### src/rtl/prio_arbiter_4_if.sv
// Request/grant bundle between requesting blocks and the arbiter.
// The master drives requests, the slave returns grant state.
interface prio_arbiter_4_if;
  logic [3:0] req;
  logic [3:0] gnt;
  logic [1:0] gnt_id;
  logic       gnt_valid;
  logic       timeout;
  logic [3:0] lock;

  modport master (
    output req,
    input  gnt,
    input  gnt_id,
    input  gnt_valid,
    input  timeout,
    input  lock
  );

  modport slave (
    input  req,
    output gnt,
    output gnt_id,
    output gnt_valid,
    output timeout,
    output lock
  );
endinterface

### src/rtl/prio_arbiter_4.sv
// Four-way fixed-priority arbiter, highest index wins, with hold
// limit and lockout of expired owners until they drop their request.
module prio_arbiter_4 #(
  parameter int unsigned HOLD_MAX = 8,
  parameter int unsigned CNT_W    = 8
) (
  input logic              clk,
  input logic              rst_n,
  prio_arbiter_4_if.slave  bus
);

  typedef enum logic {
    IDLE,
    GRANT
  } state_e;

  localparam logic [CNT_W-1:0] CNT_LAST = CNT_W'(HOLD_MAX - 1);

  state_e           state_q, state_d;
  logic [1:0]       owner_q, owner_d;
  logic [CNT_W-1:0] cnt_q, cnt_d;
  logic [3:0]       gnt_q, gnt_d;
  logic [3:0]       lock_q, lock_d;
  logic             to_q, to_d;

  logic [3:0]       elig;
  logic [1:0]       win;

  assign elig = bus.req & ~lock_q;

  always_comb begin
    win = 2'd0;
    if (elig[3])      win = 2'd3;
    else if (elig[2]) win = 2'd2;
    else if (elig[1]) win = 2'd1;
  end

  always_comb begin
    state_d = state_q;
    owner_d = owner_q;
    cnt_d   = cnt_q;
    gnt_d   = gnt_q;
    to_d    = 1'b0;
    // a dropped request always releases its lockout
    lock_d  = lock_q & bus.req;
    unique case (state_q)
      IDLE: begin
        if (|elig) begin
          state_d = GRANT;
          owner_d = win;
          gnt_d   = 4'b0001 << win;
          cnt_d   = '0;
        end else begin
          owner_d = 2'd0;
          gnt_d   = 4'b0000;
        end
      end
      GRANT: begin
        if (!bus.req[owner_q]) begin
          state_d = IDLE;
          owner_d = 2'd0;
          gnt_d   = 4'b0000;
          cnt_d   = '0;
        end else if (cnt_q == CNT_LAST) begin
          state_d         = IDLE;
          owner_d         = 2'd0;
          gnt_d           = 4'b0000;
          cnt_d           = '0;
          lock_d[owner_q] = 1'b1;
          to_d            = 1'b1;
        end else begin
          cnt_d = cnt_q + 1'b1;
        end
      end
      default: state_d = IDLE;
    endcase
  end

  always_ff @(posedge clk or negedge rst_n) begin
    if (!rst_n) begin
      state_q <= IDLE;
      owner_q <= 2'd0;
      cnt_q   <= '0;
      gnt_q   <= 4'b0000;
      lock_q  <= 4'b0000;
      to_q    <= 1'b0;
    end else begin
      state_q <= state_d;
      owner_q <= owner_d;
      cnt_q   <= cnt_d;
      gnt_q   <= gnt_d;
      lock_q  <= lock_d;
      to_q    <= to_d;
    end
  end

  assign bus.gnt       = gnt_q;
  assign bus.gnt_id    = owner_q;
  assign bus.gnt_valid = (state_q == GRANT);
  assign bus.timeout   = to_q;
  assign bus.lock      = lock_q;

endmodule

### src/flat_wrapper.sv
// flat-port wrapper written by rule: the top's interface ports become plain ports
module prio_arbiter_4_flat 
#(
  parameter int unsigned HOLD_MAX = 8,
  parameter int unsigned CNT_W    = 8
)
  (clk, rst_n, bus_req, bus_gnt, bus_gnt_id, bus_gnt_valid, bus_timeout, bus_lock);
  prio_arbiter_4_if bus_i ();
  input logic clk;
  input logic rst_n;
  input wire logic [$bits(bus_i.req)-1:0] bus_req;
  output wire logic [$bits(bus_i.gnt)-1:0] bus_gnt;
  output wire logic [$bits(bus_i.gnt_id)-1:0] bus_gnt_id;
  output wire logic [$bits(bus_i.gnt_valid)-1:0] bus_gnt_valid;
  output wire logic [$bits(bus_i.timeout)-1:0] bus_timeout;
  output wire logic [$bits(bus_i.lock)-1:0] bus_lock;
  assign bus_i.req = bus_req;
  assign bus_gnt = bus_i.gnt;
  assign bus_gnt_id = bus_i.gnt_id;
  assign bus_gnt_valid = bus_i.gnt_valid;
  assign bus_timeout = bus_i.timeout;
  assign bus_lock = bus_i.lock;
  prio_arbiter_4 #(.HOLD_MAX(HOLD_MAX), .CNT_W(CNT_W)) u_core (.clk(clk), .rst_n(rst_n), .bus(bus_i));
endmodule
### config.mk
export PLATFORM = sky130hd
export DESIGN_NAME = prio_arbiter_4_flat
export DESIGN_NICKNAME = d
export VERILOG_FILES = /design/src/rtl/prio_arbiter_4_if.sv /design/src/rtl/prio_arbiter_4.sv /design/src/flat_wrapper.sv
export SDC_FILE = /design/constraint.sdc
export NUM_CORES = 1
export LEC_CHECK = 0
export ABC_CLOCK_PERIOD_IN_PS = 1700
export BUFFER_PORTS_ARGS = -buffer_cell sky130_fd_sc_hd__buf_2
export CORE_MARGIN = 2
export CORE_UTILIZATION = 35
export DETAILED_ROUTE_END_ITERATION = 12
export GPL_ROUTABILITY_DRIVEN = 0
export RECOVER_POWER = 25
export SETUP_SLACK_MARGIN = 0.02
export SLEW_MARGIN = 20
export SYNTH_ARGS = -nofsm -noshare
export SYNTH_HDL_FRONTEND = slang
export SYNTH_SLANG_ARGS = --single-unit
### constraint.sdc
create_clock -name clk -period 1.7 [get_ports clk]
set_input_delay 0 -clock clk [delete_from_list [all_inputs] [get_ports clk]]
set_output_delay 0 -clock clk [all_outputs]
set_load 0.05 [all_outputs]
# [After elaboration in Yosys (flattened, before gate mapping)]
# Cells that the tools add are included.
# Widths: inputs -> output; s select.
[totals] register_bits=20 input_bits=6 word_cells=49
[classes] n_addsub=1 n_lt_le_gt_ge=2 n_eq_ne=3 shifts=1 n_mux=29 bitwise=5 reduce_logical=2
[ops] op="$mux 4" count=6
[ops] op="$mux 8" count=3
[ops] op="$pmux 8 s2" count=1
[ops] op="$mux 2" count=5
[ops] op="$mux 1" count=9
[ops] op="$add 8x1->8 const B" count=1
[ops] op="$and 4x4->4" count=2
[ops] op="$eq 8x3->1 const B" count=1
[ops] op="$pmux 4 s2" count=1
[ops] op="$not 4->4" count=1
[ops] op="$or 4x4->4" count=1
[ops] op="$pmux 2 s2" count=1
[ops] op="$reduce_or 4->1" count=1
[ops] op="$shl 1x2->4 const A" count=1
[ops] op="$lt 2x3->1 const B" count=1
[ops] op="$ne 3x3->1 const B" count=1
[ops] op="$bmux 1 s2" count=1
[ops] op="$demux 1 s2" count=1
[ops] op="$ge 2x1->1 const B" count=1
[ops] op="$ne 2x1->1 const B" count=1
[ops] op="$pmux 1 s2" count=1
[ops] op="$logic_and 1x1->1" count=1
[ops] op="$not 1->1" count=1

# [Logic depth before layout (Yosys ltp)]
# Gate-level depths: netlist of run 1.
[logic_depth] depth_word=8 mapped_depth=6 mapped_depth_nobuf=5

# [Worst setup path after synthesis of run 1]
# OpenSTA, ideal clock, no wires.
[synth_path] path_kind="register -> register" startpoint="reg u_core.owner_q[1] (netlist: u_core.bus.gnt_id[1])" endpoint="reg u_core.cnt_q[3]" setup_time_ps=127 arrival_time_ps=1765 setup_slack_ps=-191 path_stages_with_launch=7 path_buffers=2 period_less_slack_ps=1891 cell_sequence="dfrtp_1 > buf_2 > mux2i_1 > o22ai_1 > buf_4 > and3_2 > a221o_2"
[synth_between] elab_chain_len=4
[synth_lines] item="start: declaration" line="prio_arbiter_4.sv:20" text="logic [1:0] owner_q, owner_d;"
[synth_lines] item="start signal: assignment" line="prio_arbiter_4.sv:89" text="owner_q <= owner_d;"
[synth_lines] item="$bmux 1 s2" line="prio_arbiter_4.sv:59" text="if (!bus.req[owner_q]) begin"
[synth_lines] item="$mux 1 (implied by the code)" line="prio_arbiter_4.sv:59"
[synth_lines] item="$mux 8" line="prio_arbiter_4.sv:59"
[synth_lines] item="$pmux 8 s2" line="prio_arbiter_4.sv:46" text="unique case (state_q)"
[synth_lines] item="end signal: assignment" line="prio_arbiter_4.sv:90" text="cnt_q <= cnt_d;"
[synth_lines] item="end: declaration" line="prio_arbiter_4.sv:21" text="logic [CNT_W-1:0] cnt_q, cnt_d;"
# No other way between the ends. The select of a mux whose other input is x is not followed.
# A chain may end at the register's enable or synchronous reset.

# [Worst setup path after layout of run 1]
# Same ends and word-level chain as after synthesis.

==> results of run 1 <==
-- kinds of logic after synthesis --
family                   Yosys count  share of synthesized area [%]
AND/OR/NAND/NOR                   37                           23.4
AO/OA/AOI/OAI                     22                           18.5
flip-flops                        20                           48.0
buffers and inverters              8                           4.80
multiplexers                       3                           3.00
adder cells (fa/ha/maj)            2                           2.40
-- Yosys cell counts (2+ instances only) --
cell | instances | area (um^2)
nor2_1 | 4 | 15.0
nor2b_1 | 4 | 25.0
a22o_2 | 4 | 40.0
mux2i_1 | 2 | 20.0
a21oi_1 | 2 | 10.0
and3_1 | 5 | 31.3
dfrtp_1 | 20 | 500
nand3_1 | 5 | 25.0
or2_2 | 2 | 12.5
nand2b_1 | 4 | 25.0
buf_6 | 2 | 22.5
a32o_1 | 6 | 60.1
a211o_1 | 2 | 17.5
a31oi_1 | 2 | 12.5
nand2_1 | 3 | 11.3
ha_1 | 2 | 25.0
nor3b_1 | 2 | 15.0
inv_1 | 4 | 15.0
-- layout make-up --
class | count | area (um^2) | share of cell area [%]
repair buffers | 26 | 164 | 13.0
well taps | 31 | 38.8 | 3.07
inverters | 4 | 15.0 | 1.19
multi-input cells | 65 | 507 | 40.1
clock buffers | 4 | 36.3 | 2.87
flip-flops and latches | 20 | 503 | 39.8
-- routing by layer --
metal	track usage, %	vias up
met5	0	-
met4	5.84	0
met3	2.86	2
met2	24.9	10
met1	17.9	399
li1	-	401
-- placed cells by master, fill, tap and decap left out, drive strengths merged, types with 3 or more instances in the layout --
master,instances
nand2,3
clkbuf,5
a22o,4
buf,20
inv,4
dlygate4sd3,5
nor2,4
nor2b,4
dfrtp,20
nand3,6
nand2b,5
and3,6
a32o,6
-- per-stage QoR --
| stage | setup slack (ps) | power [W] | area [um^2] |
|---|---|---|---|
| 5_1_grt | -8.45 | 0.00177 | 1260 |
| 3_5_place_dp | 90.8 | 0.00137 | 1160 |
| 2_1_floorplan | 23.3 | 0.00123 | 1060 |
| 3_3_place_gp | 115 | 0.00136 | 1160 |
| 4_1_cts | 71.9 | 0.00166 | 1250 |
| 6_report | 105 | 0.00166 | 1260 |
-- sequential cells by signal, indices dropped and copies added, names as in the netlist --
name	flops
u_core.bus.gnt	4
u_core.bus.gnt_id	2
u_core.bus.gnt_valid	1
u_core.bus.lock	4
u_core.bus.timeout	1
u_core.cnt_q	8
-- worst paths after layout --
kind                                                   from                          endpoint  slack, ps
max in group asynchronous                             rst_n  u_core.bus.gnt_id[0]$_DFFE_PN0P_        570
min                                                   rst_n       u_core.cnt_q[7]$_DFFE_PN0P_        410
max                        u_core.bus.gnt_id[1]$_DFFE_PN0P_       u_core.cnt_q[3]$_DFFE_PN0P_        100
min reg2reg                   u_core.bus.gnt[0]$_DFFE_PN0P_     u_core.bus.gnt[0]$_DFFE_PN0P_        510
max reg2reg                u_core.bus.gnt_id[1]$_DFFE_PN0P_       u_core.cnt_q[3]$_DFFE_PN0P_        100
min in group clk                                 bus_req[0]      u_core.bus.lock[0]$_DFF_PN0_        480
-- power by group --
part | total (W) | internal (W) | switching (W)
registers | 0.000671 | 0.000562 | 0.000108
clock network | 0.000277 | 0.000131 | 0.000147
logic | 0.000709 | 0.000260 | 0.000448
total | 0.00166 | 0.000954 | 0.000703
-- what timing repair did --
item,4_1_cts,5_1_grt
endpoints found under the setup margin,0,3
buffers inserted,0,1
hold endpoints to repair,24,0
gates resized for setup,0,1
hold buffers,5,0
-- critical path: cells and delay by family (launching register included) --
| family | cells | cell delay, ps |
|---|---|---|
| buffers and inverters | 1 | 180 |
| AOI/OAI and AO/OA | 2 | 410 |
| DFF | 1 | 480 |
| and+or+nand+nor | 1 | 190 |
| muxes | 1 | 230 |
==> flow_metrics.tcl, run 1 <==
set metrics [dict create \
    antenna_found_initial 0 \
    async_flop_share_pct 100 \
    cts_buffers 3 \
    fillers 277 \
    cts_root_buf "clkbuf_4" \
    syn_avg_cell_area_um2 11.3 \
    core_area_um2 2810 \
    antenna_cells 0 \
    worst_path_max_delay_cell "dfrtp_2" \
    die_area_um2 3430 \
    criticalPathCategory "flop to flop" \
    cp-start-kind "flop" \
    grt-ovfl-total 0 \
    drtIter0Drc 23 \
    synth_edf_count 0 \
    period_needed_ps 1600 \
    drv_cap 0 \
    rsz0062_at_grt "yes" \
    htreeDepth 1 \
    hold_ws_ps 408 \
    grt_max_degree 21 \
    fin_cells 150 \
    seq_area_frac_synth_pct 48.0 \
    path_cells "mux2i_1 > o22ai_1 > buf_4 > and2_4 > a221o_2" \
    ys_warn_count 0 \
    path_clk_slew_ps 110 \
    synthDistinctLibCells 35 \
    area_growth_pct 21.1 \
    cellPowerDensity_nw_per_um2 1310 \
    final-setup-viol-count 0 \
    ff2ff_path_depth 5 \
    final-hold-violation-count 0 \
    vias 812 \
    worstMarginPinSlew_ps 1090 \
    status "finished, final reports clean" \
    worst_ep_required_time_ps 1900 \
    io-pin-count 18 \
    wl_met2_um 1150 \
    top_layer "met4" \
    clock-sinks 20 \
    routed_wirelength_um 2190 \
    end_kind "flop" \
    synth_flop_cell "dfrtp_1" \
    start_util_pct 37.2 \
    drc_errors 0 \
    max_freq_mhz 627 \
    wl_per_cell_um 14.6 \
    vias_per_cell 5.41 \
    fin_crit_sh_pct 93.8 \
    grt_pass1_vias 837 \
    vdd_ir_drop_max_mv 0.955 \
    synthesis.area_um2 1040 \
    dp_hpwl_um 1560 \
    ant_nets 0 \
    synth_cells 92 \
    power_leakage_nw 0.627 \
    maxSlewViolCount 0 \
    max-slew-margin-rel_pct 27.3 \
    firstDrtPassIters 4 \
    clk_path_buf_depth 2 \
    clock_latency_ps 300 \
    syn-num-nets 100 \
    cpPeakStageDelay_ps 480 \
    wl_met1_um 963 \
    grt_pass1_wl_um 3750 \
    io_buffers 17 \
    hold_path_class "input port to asynchronous set/reset pin" \
    fin_nets 128 \
    drive_gt1_share_pct 36.1 \
    ys_ff_latch 20 \
    die_w_um 58.6 \
    tritoncts "done" \
    rows 19 \
    wl_met3_um 55 \
    arrival_ps 1790 \
    gr-usage-all-layers_pct 14.5 \
    path_max_fanout 13 \
    die_height_um 58.6 \
    fin_util_pct 45.0 \
    skew_ps 2.86 \
    tns_ps 0 \
    dp_cells 139 \
]
Power figures use the tool's default switching activity.
==> inputs of run 2 (changes only) <==
--- a/config.mk
+++ b/config.mk
@@ -7,10 +7,10 @@
 export LEC_CHECK = 0
 export ABC_CLOCK_PERIOD_IN_PS = 1700
 export BUFFER_PORTS_ARGS = -buffer_cell sky130_fd_sc_hd__buf_2
-export CORE_MARGIN = 2
-export CORE_UTILIZATION = 35
+export CORE_UTILIZATION = 48
 export DETAILED_ROUTE_END_ITERATION = 12
 export GPL_ROUTABILITY_DRIVEN = 0
+export PLACE_DENSITY = 0.73
 export RECOVER_POWER = 25
 export SETUP_SLACK_MARGIN = 0.02
 export SLEW_MARGIN = 20
==> run 2 against run 1 <==
- cell count down 2.0%
- sequential power is essentially flat
- largest cell class unchanged
- sequential share of layout area down 0.079 points
- power grew 2.0%
- first-iteration DRC count decreased by 39%
==> flow_metrics.tcl, run 2 (synthesis gave the netlist of run 1 again) <==
set metrics [dict create \
    final-hold-violation-count 0 \
    cp-start-kind "flop" \
    most-common-layout-cells "dfrtp_1, buf_2, a32o_1" \
    clock_latency_ps 310 \
    cts_buffers 3 \
    worst_ep_required_time_ps 1910 \
    grt_max_degree 21 \
    multiInputGateArea_um2 507 \
    top_register "u_core.cnt_q" \
    max_freq_mhz 620 \
    switching_share_pct 42.1 \
    vdd_ir_drop_max_mv 0.984 \
    maxSlewViolCount 0 \
    largest_reg_flops 8 \
    wl_per_cell_um 14.5 \
    rows 16 \
    start_util_pct 52.1 \
    reg2reg_from "u_core.cnt_q[0]$_DFFE_PN0P_" \
    clkPwrFrac_pct 16.8 \
    die_area_um2 2360 \
    routed_wirelength_um 2130 \
    gr-usage-all-layers_pct 19.0 \
    fin_nets 129 \
    end_kind "flop" \
    io_buffers 17 \
    top_layer "met4" \
    skew_ps 3.77 \
    combPwrFrac_pct 43.6 \
    wl_met1_um 975 \
    ff_latch_area_um2 503 \
    power_leakage_nw 0.634 \
    die_height_um 48.6 \
    power_frac_seq_pct 39.6 \
    ant_nets 0 \
    antenna_cells 0 \
    fin_util_pct 63.2 \
    vias_per_cell 5.75 \
    drc_errors 0 \
    max-slew-margin-rel_pct 27.1 \
    p_int_w 0.000978 \
    regToRegSetupSlack_ps 90 \
    cts_root_buf "clkbuf_4" \
    fillers 166 \
    grt-ovfl-total 0 \
    hold_path_class "input port to asynchronous set/reset pin" \
    io-pin-count 18 \
    dp_hpwl_um 1470 \
    path_clk_slew_ps 120 \
    grt_pass1_vias 768 \
    clk_path_buf_depth 2 \
    path_max_fanout 5 \
    tns_ps 0 \
    drv_cap 0 \
    final-setup-viol-count 0 \
    stdcell_area_um2 1270 \
    ff2ff_path_depth 5 \
    mostFrequentLayoutCell "dfrtp_1" \
    fin_total_pwr_w 0.00169 \
    rsz0062_at_grt "no" \
    p_switching_w 0.000711 \
    area_growth_pct 21.3 \
    firstDrtPassIters 4 \
    dpl_cell_area_um2 1160 \
    period_needed_ps 1610 \
    vias 845 \
    drive_gt1_share_pct 36.7 \
    grt_pass1_wl_um 3440 \
    fin_cells 147 \
    wl_met2_um 1060 \
    tritoncts "done" \
    criticalPathCategory "flop to flop" \
    wl_met3_um 52 \
    arrival_ps 1820 \
    clock-sinks 20 \
    die_w_um 48.6 \
    worstMarginPinSlew_ps 1090 \
    antenna_found_initial 0 \
    dp_cells 135 \
    r2r-end "u_core.cnt_q[3]$_DFFE_PN0P_" \
    fin_crit_sh_pct 94.9 \
    cellPowerDensity_nw_per_um2 1330 \
    drtIter0Drc 14 \
    status "finished, final reports clean" \
    core_area_um2 2000 \
    htreeDepth 1 \
]
==> run 2: changes by cell type in the layout (fill, tap and decap cells not counted), sizes merged <==
cell	delta
buf	+1
==> run 2: per-layer routing <==
metal  up-vias  track usage, %
li1        400               -
met1       419            24.3
met2        21            31.5
met3         5            1.89
met4         0            10.3
met5         -               0
==> run 2: power groups by stage <==
stage	sequential (W)	clock [W]	combinational, W
floorplan	0.000864	0	0.000368
global placement	0.000673	0	0.000674
detailed placement	0.000676	0	0.000677
CTS	0.000667	0.000288	0.000687
global route	0.000681	0.000315	0.000797
finish	0.000669	0.000284	0.000736
==> run 2: stage by stage <==
| step | hold WS (ps) | setup slack, ps |
|---|---|---|
| 2_1_floorplan | -296 | 23.3 |
| 3_3_place_gp | -25.4 | 123 |
| 3_5_place_dp | -23.9 | 77.0 |
| 4_1_cts | 176 | 58.1 |
| 5_1_grt | 497 | 24.6 |
| 6_report | 401 | 86.4 |
==> run 2: what timing repair did <==
action                                  in CTS  in global routing
endpoints found under the setup margin       0                  2
hold buffers                                 5                  0
setup buffers                                0                  2
resized for setup                            0                  1
hold endpoints to repair                    24                  0
==> run 2: critical path, cell delays in order, from the launching register on <==
cell and delay [ps]:
dfrtp_1 430, ha_2 210, nor4b_4 200, nand3_2 140
and2_4 180, a221o_2 340
==> run 2: final cells by class <==
type                    instances  share of cell area (%)
multi-input cells              65                    40.0
flip-flops and latches         20                    39.7
repair buffers                 27                    13.5
clock buffers                   4                    2.87
well taps                      27                    2.67
inverters                       4                    1.19
==> run 2: worst max-delay path by stage <==
stage / cells after the start / end / slack [ps] / startpoint
after floorplan: 6 / u_core.cnt_q[3]$_DFFE_PN0P_ / 20 / u_core.bus.gnt_id[1]$_DFFE_PN0P_
after global placement: 5 / u_core.cnt_q[3]$_DFFE_PN0P_ / 120 / u_core.cnt_q[0]$_DFFE_PN0P_
after detailed placement: 5 / u_core.cnt_q[3]$_DFFE_PN0P_ / 80 / u_core.cnt_q[0]$_DFFE_PN0P_
after CTS: 5 / u_core.cnt_q[3]$_DFFE_PN0P_ / 60 / u_core.cnt_q[0]$_DFFE_PN0P_
after global routing: 5 / u_core.cnt_q[3]$_DFFE_PN0P_ / 20 / u_core.cnt_q[0]$_DFFE_PN0P_
final: 5 / u_core.cnt_q[3]$_DFFE_PN0P_ / 90 / u_core.cnt_q[0]$_DFFE_PN0P_
==> inputs of run 3 (changes only) <==
--- a/config.mk
+++ b/config.mk
@@ -5,12 +5,12 @@
 export SDC_FILE = /design/constraint.sdc
 export NUM_CORES = 1
 export LEC_CHECK = 0
-export ABC_CLOCK_PERIOD_IN_PS = 1700
+export ABC_CLOCK_PERIOD_IN_PS = 1880
 export BUFFER_PORTS_ARGS = -buffer_cell sky130_fd_sc_hd__buf_2
-export CORE_UTILIZATION = 48
+export CORE_UTILIZATION = 58
 export DETAILED_ROUTE_END_ITERATION = 12
 export GPL_ROUTABILITY_DRIVEN = 0
-export PLACE_DENSITY = 0.73
+export PLACE_DENSITY = 0.82
 export RECOVER_POWER = 25
 export SETUP_SLACK_MARGIN = 0.02
 export SLEW_MARGIN = 20
==> constraint.sdc (replaced) <==
create_clock -name clk -period 1.88 [get_ports clk]
set_input_delay 0 -clock clk [delete_from_list [all_inputs] [get_ports clk]]
set_output_delay 0 -clock clk [all_outputs]
set_load 0.05 [all_outputs]
==> run 3 against run 2 <==
- global-route usage is 5.5 points higher
- routed wire length down 3.2%
- power down 14%
- first-iteration DRC count rose by 43%
- register-to-register slack improved by 140 ps
- clock-buffer cell count unchanged
- hold slack got worse by 13 ps
- highest routed layer unchanged
==> flow_metrics.tcl, run 3 (synthesis gave the netlist of run 1 again) <==
set metrics [dict create \
    core_area_um2 1590 \
    vias 808 \
    mostFrequentLayoutCell "dfrtp_1" \
    routed_wirelength_um 2060 \
    path_depth 5 \
    vias_per_cell 5.81 \
    ant_nets 0 \
    skew_ps 5.22 \
    area_growth_pct 16.7 \
    die_height_um 44.4 \
    drv_cap 0 \
    io_buffers 17 \
    worst_ep_required_time_ps 2080 \
    path_clk_slew_ps 110 \
    regToRegSetupSlack_ps 220 \
    worstMarginPinSlew_ps 1050 \
    layout_setup_ws_ps 222 \
    power_leakage_nw 0.616 \
    fin_util_pct 76.4 \
    grt_max_degree 21 \
    period_needed_ps 1660 \
    tns_ps 0 \
    top_register "u_core.cnt_q" \
    setup.worst_path.start "u_core.cnt_q[0]$_DFFE_PN0P_" \
    htreeDepth 1 \
    cts_root_buf "clkbuf_4" \
    cpLargestDelayFamily "simple AND/OR/NAND/NOR gates" \
    criticalPathCategory "flop to flop" \
    most-common-layout-cells "dfrtp_1, buf_2, a32o_1" \
    rsz0062_at_grt "no" \
    clk_path_buf_depth 2 \
    path_cells "ha_1 > nor4b_4 > nand3_2 > and2_4 > a221o_2" \
    final-setup-viol-count 0 \
    worst_path_max_delay_cell "dfrtp_1" \
    fin_crit_sh_pct 88.2 \
    ff2ff_path_depth 5 \
    clock-sinks 20 \
    die_area_um2 1970 \
    gr-usage-all-layers_pct 24.5 \
    cts_buffers 3 \
    tritoncts "done" \
    grt_pass1_vias 766 \
    antenna_cells 0 \
    r2r-end "u_core.cnt_q[3]$_DFFE_PN0P_" \
    firstDrtPassIters 5 \
    rows 14 \
    reg2reg_from "u_core.cnt_q[0]$_DFFE_PN0P_" \
    antenna_found_initial 0 \
    maxSlewViolCount 0 \
    fillers 107 \
    cellPowerDensity_nw_per_um2 1200 \
    grt-ovfl-total 0 \
    status "finished, final reports clean" \
    post_cts_buffers 0 \
    grt_pass1_wl_um 3420 \
    drive_gt1_share_pct 32.2 \
    largest_reg_flops 8 \
    final-hold-violation-count 0 \
    ctsResizeCount 0 \
    wl_per_cell_um 14.8 \
    die_w_um 44.4 \
    fin_nets 124 \
    end_kind "flop" \
    drtIter0Drc 20 \
    io-pin-count 18 \
    pre_cts_ws_ps 214 \
    cpPeakStageDelay_ps 430 \
    clock_latency_ps 300 \
    drc_errors 0 \
    hold_path_class "input port to asynchronous set/reset pin" \
    max-slew-margin-rel_pct 30.1 \
    dp_hpwl_um 1490 \
    start_util_pct 65.5 \
    cp-start-kind "flop" \
    vdd_ir_drop_max_mv 1.21 \
    arrival_ps 1860 \
    cp-endpoint "u_core.cnt_q[3]$_DFFE_PN0P_" \
    path_max_fanout 11 \
    crit_buf_inv 0 \
    max_freq_mhz 603 \
]
-- run 3: changes by cell type in the layout (fill, tap and decap cells not counted), sizes merged --
| cell | previous run | this run |
|---|---|---|
| and2 | 2 | 1 |
| buf | 21 | 17 |
-- run 3: cell type report --
class                   count  area [um^2]  share of cell area (%)
clock buffers               4         36.3                    2.98
inverters                   4         15.0                    1.23
multi-input cells          64          493                    40.5
flip-flops and latches     20          502                    41.2
well taps                  24         30.0                    2.47
repair buffers             23          141                    11.6
-- run 3: how the worst min path moves through the flow --
stage | endpoint | slack [ps] | cells after the start
6_report | u_core.cnt_q[6]$_DFFE_PN0P_ | 390 | 2
5_1_grt | u_core.cnt_q[7]$_DFFE_PN0P_ | 500 | 2
4_1_cts | u_core.cnt_q[2]$_DFFE_PN0P_ | 160 | 2
3_5_place_dp | u_core.cnt_q[6]$_DFFE_PN0P_ | -30 | 1
3_3_place_gp | u_core.cnt_q[5]$_DFFE_PN0P_ | -40 | 1
2_1_floorplan | u_core.bus.gnt[0]$_DFFE_PN0P_ | -300 | 0
-- run 3: where the power goes --
part	switching [W]	internal, W	total [W]
sequential	0.000115	0.000506	0.000621
combinational	0.000380	0.000210	0.000590
clock	0.000128	0.000118	0.000246
-- run 3: repair_timing --
item,4_1_cts,5_1_grt
hold buffers,5,0
endpoints found under the hold margin,24,0
setup endpoints to repair,0,0
-- run 3: per-layer routing --
metal  vias up  part of all wire, %  global-route usage, %
met5         -                    0                      0
met4         0                  1.3                   10.9
met3         2                  4.3                   4.08
met2        26                   51                   43.2
met1       389                   43                   29.2
li1        391                    -                      -
-- run 3: worst reg2reg max path, cell delays in order, from the launching register on --
cell	delay [ps]
dfrtp_1	430
ha_1	210
nor4b_4	220
nand3_2	130
and2_4	220
a221o_2	360
-- run 3: metrics by stage --
stage | cell area [um^2] | hold slack (ps) | total power, W | std cells
after global routing | 1220 | 502 | 0.00153 | 139
after detailed placement | 1130 | -33.0 | 0.00121 | 130
after floorplan | 1040 | -296 | 0.00110 | 92
after CTS | 1220 | 159 | 0.00147 | 139
after global placement | 1130 | -39.3 | 0.00120 | 130
final | 1220 | 388 | 0.00146 | 139
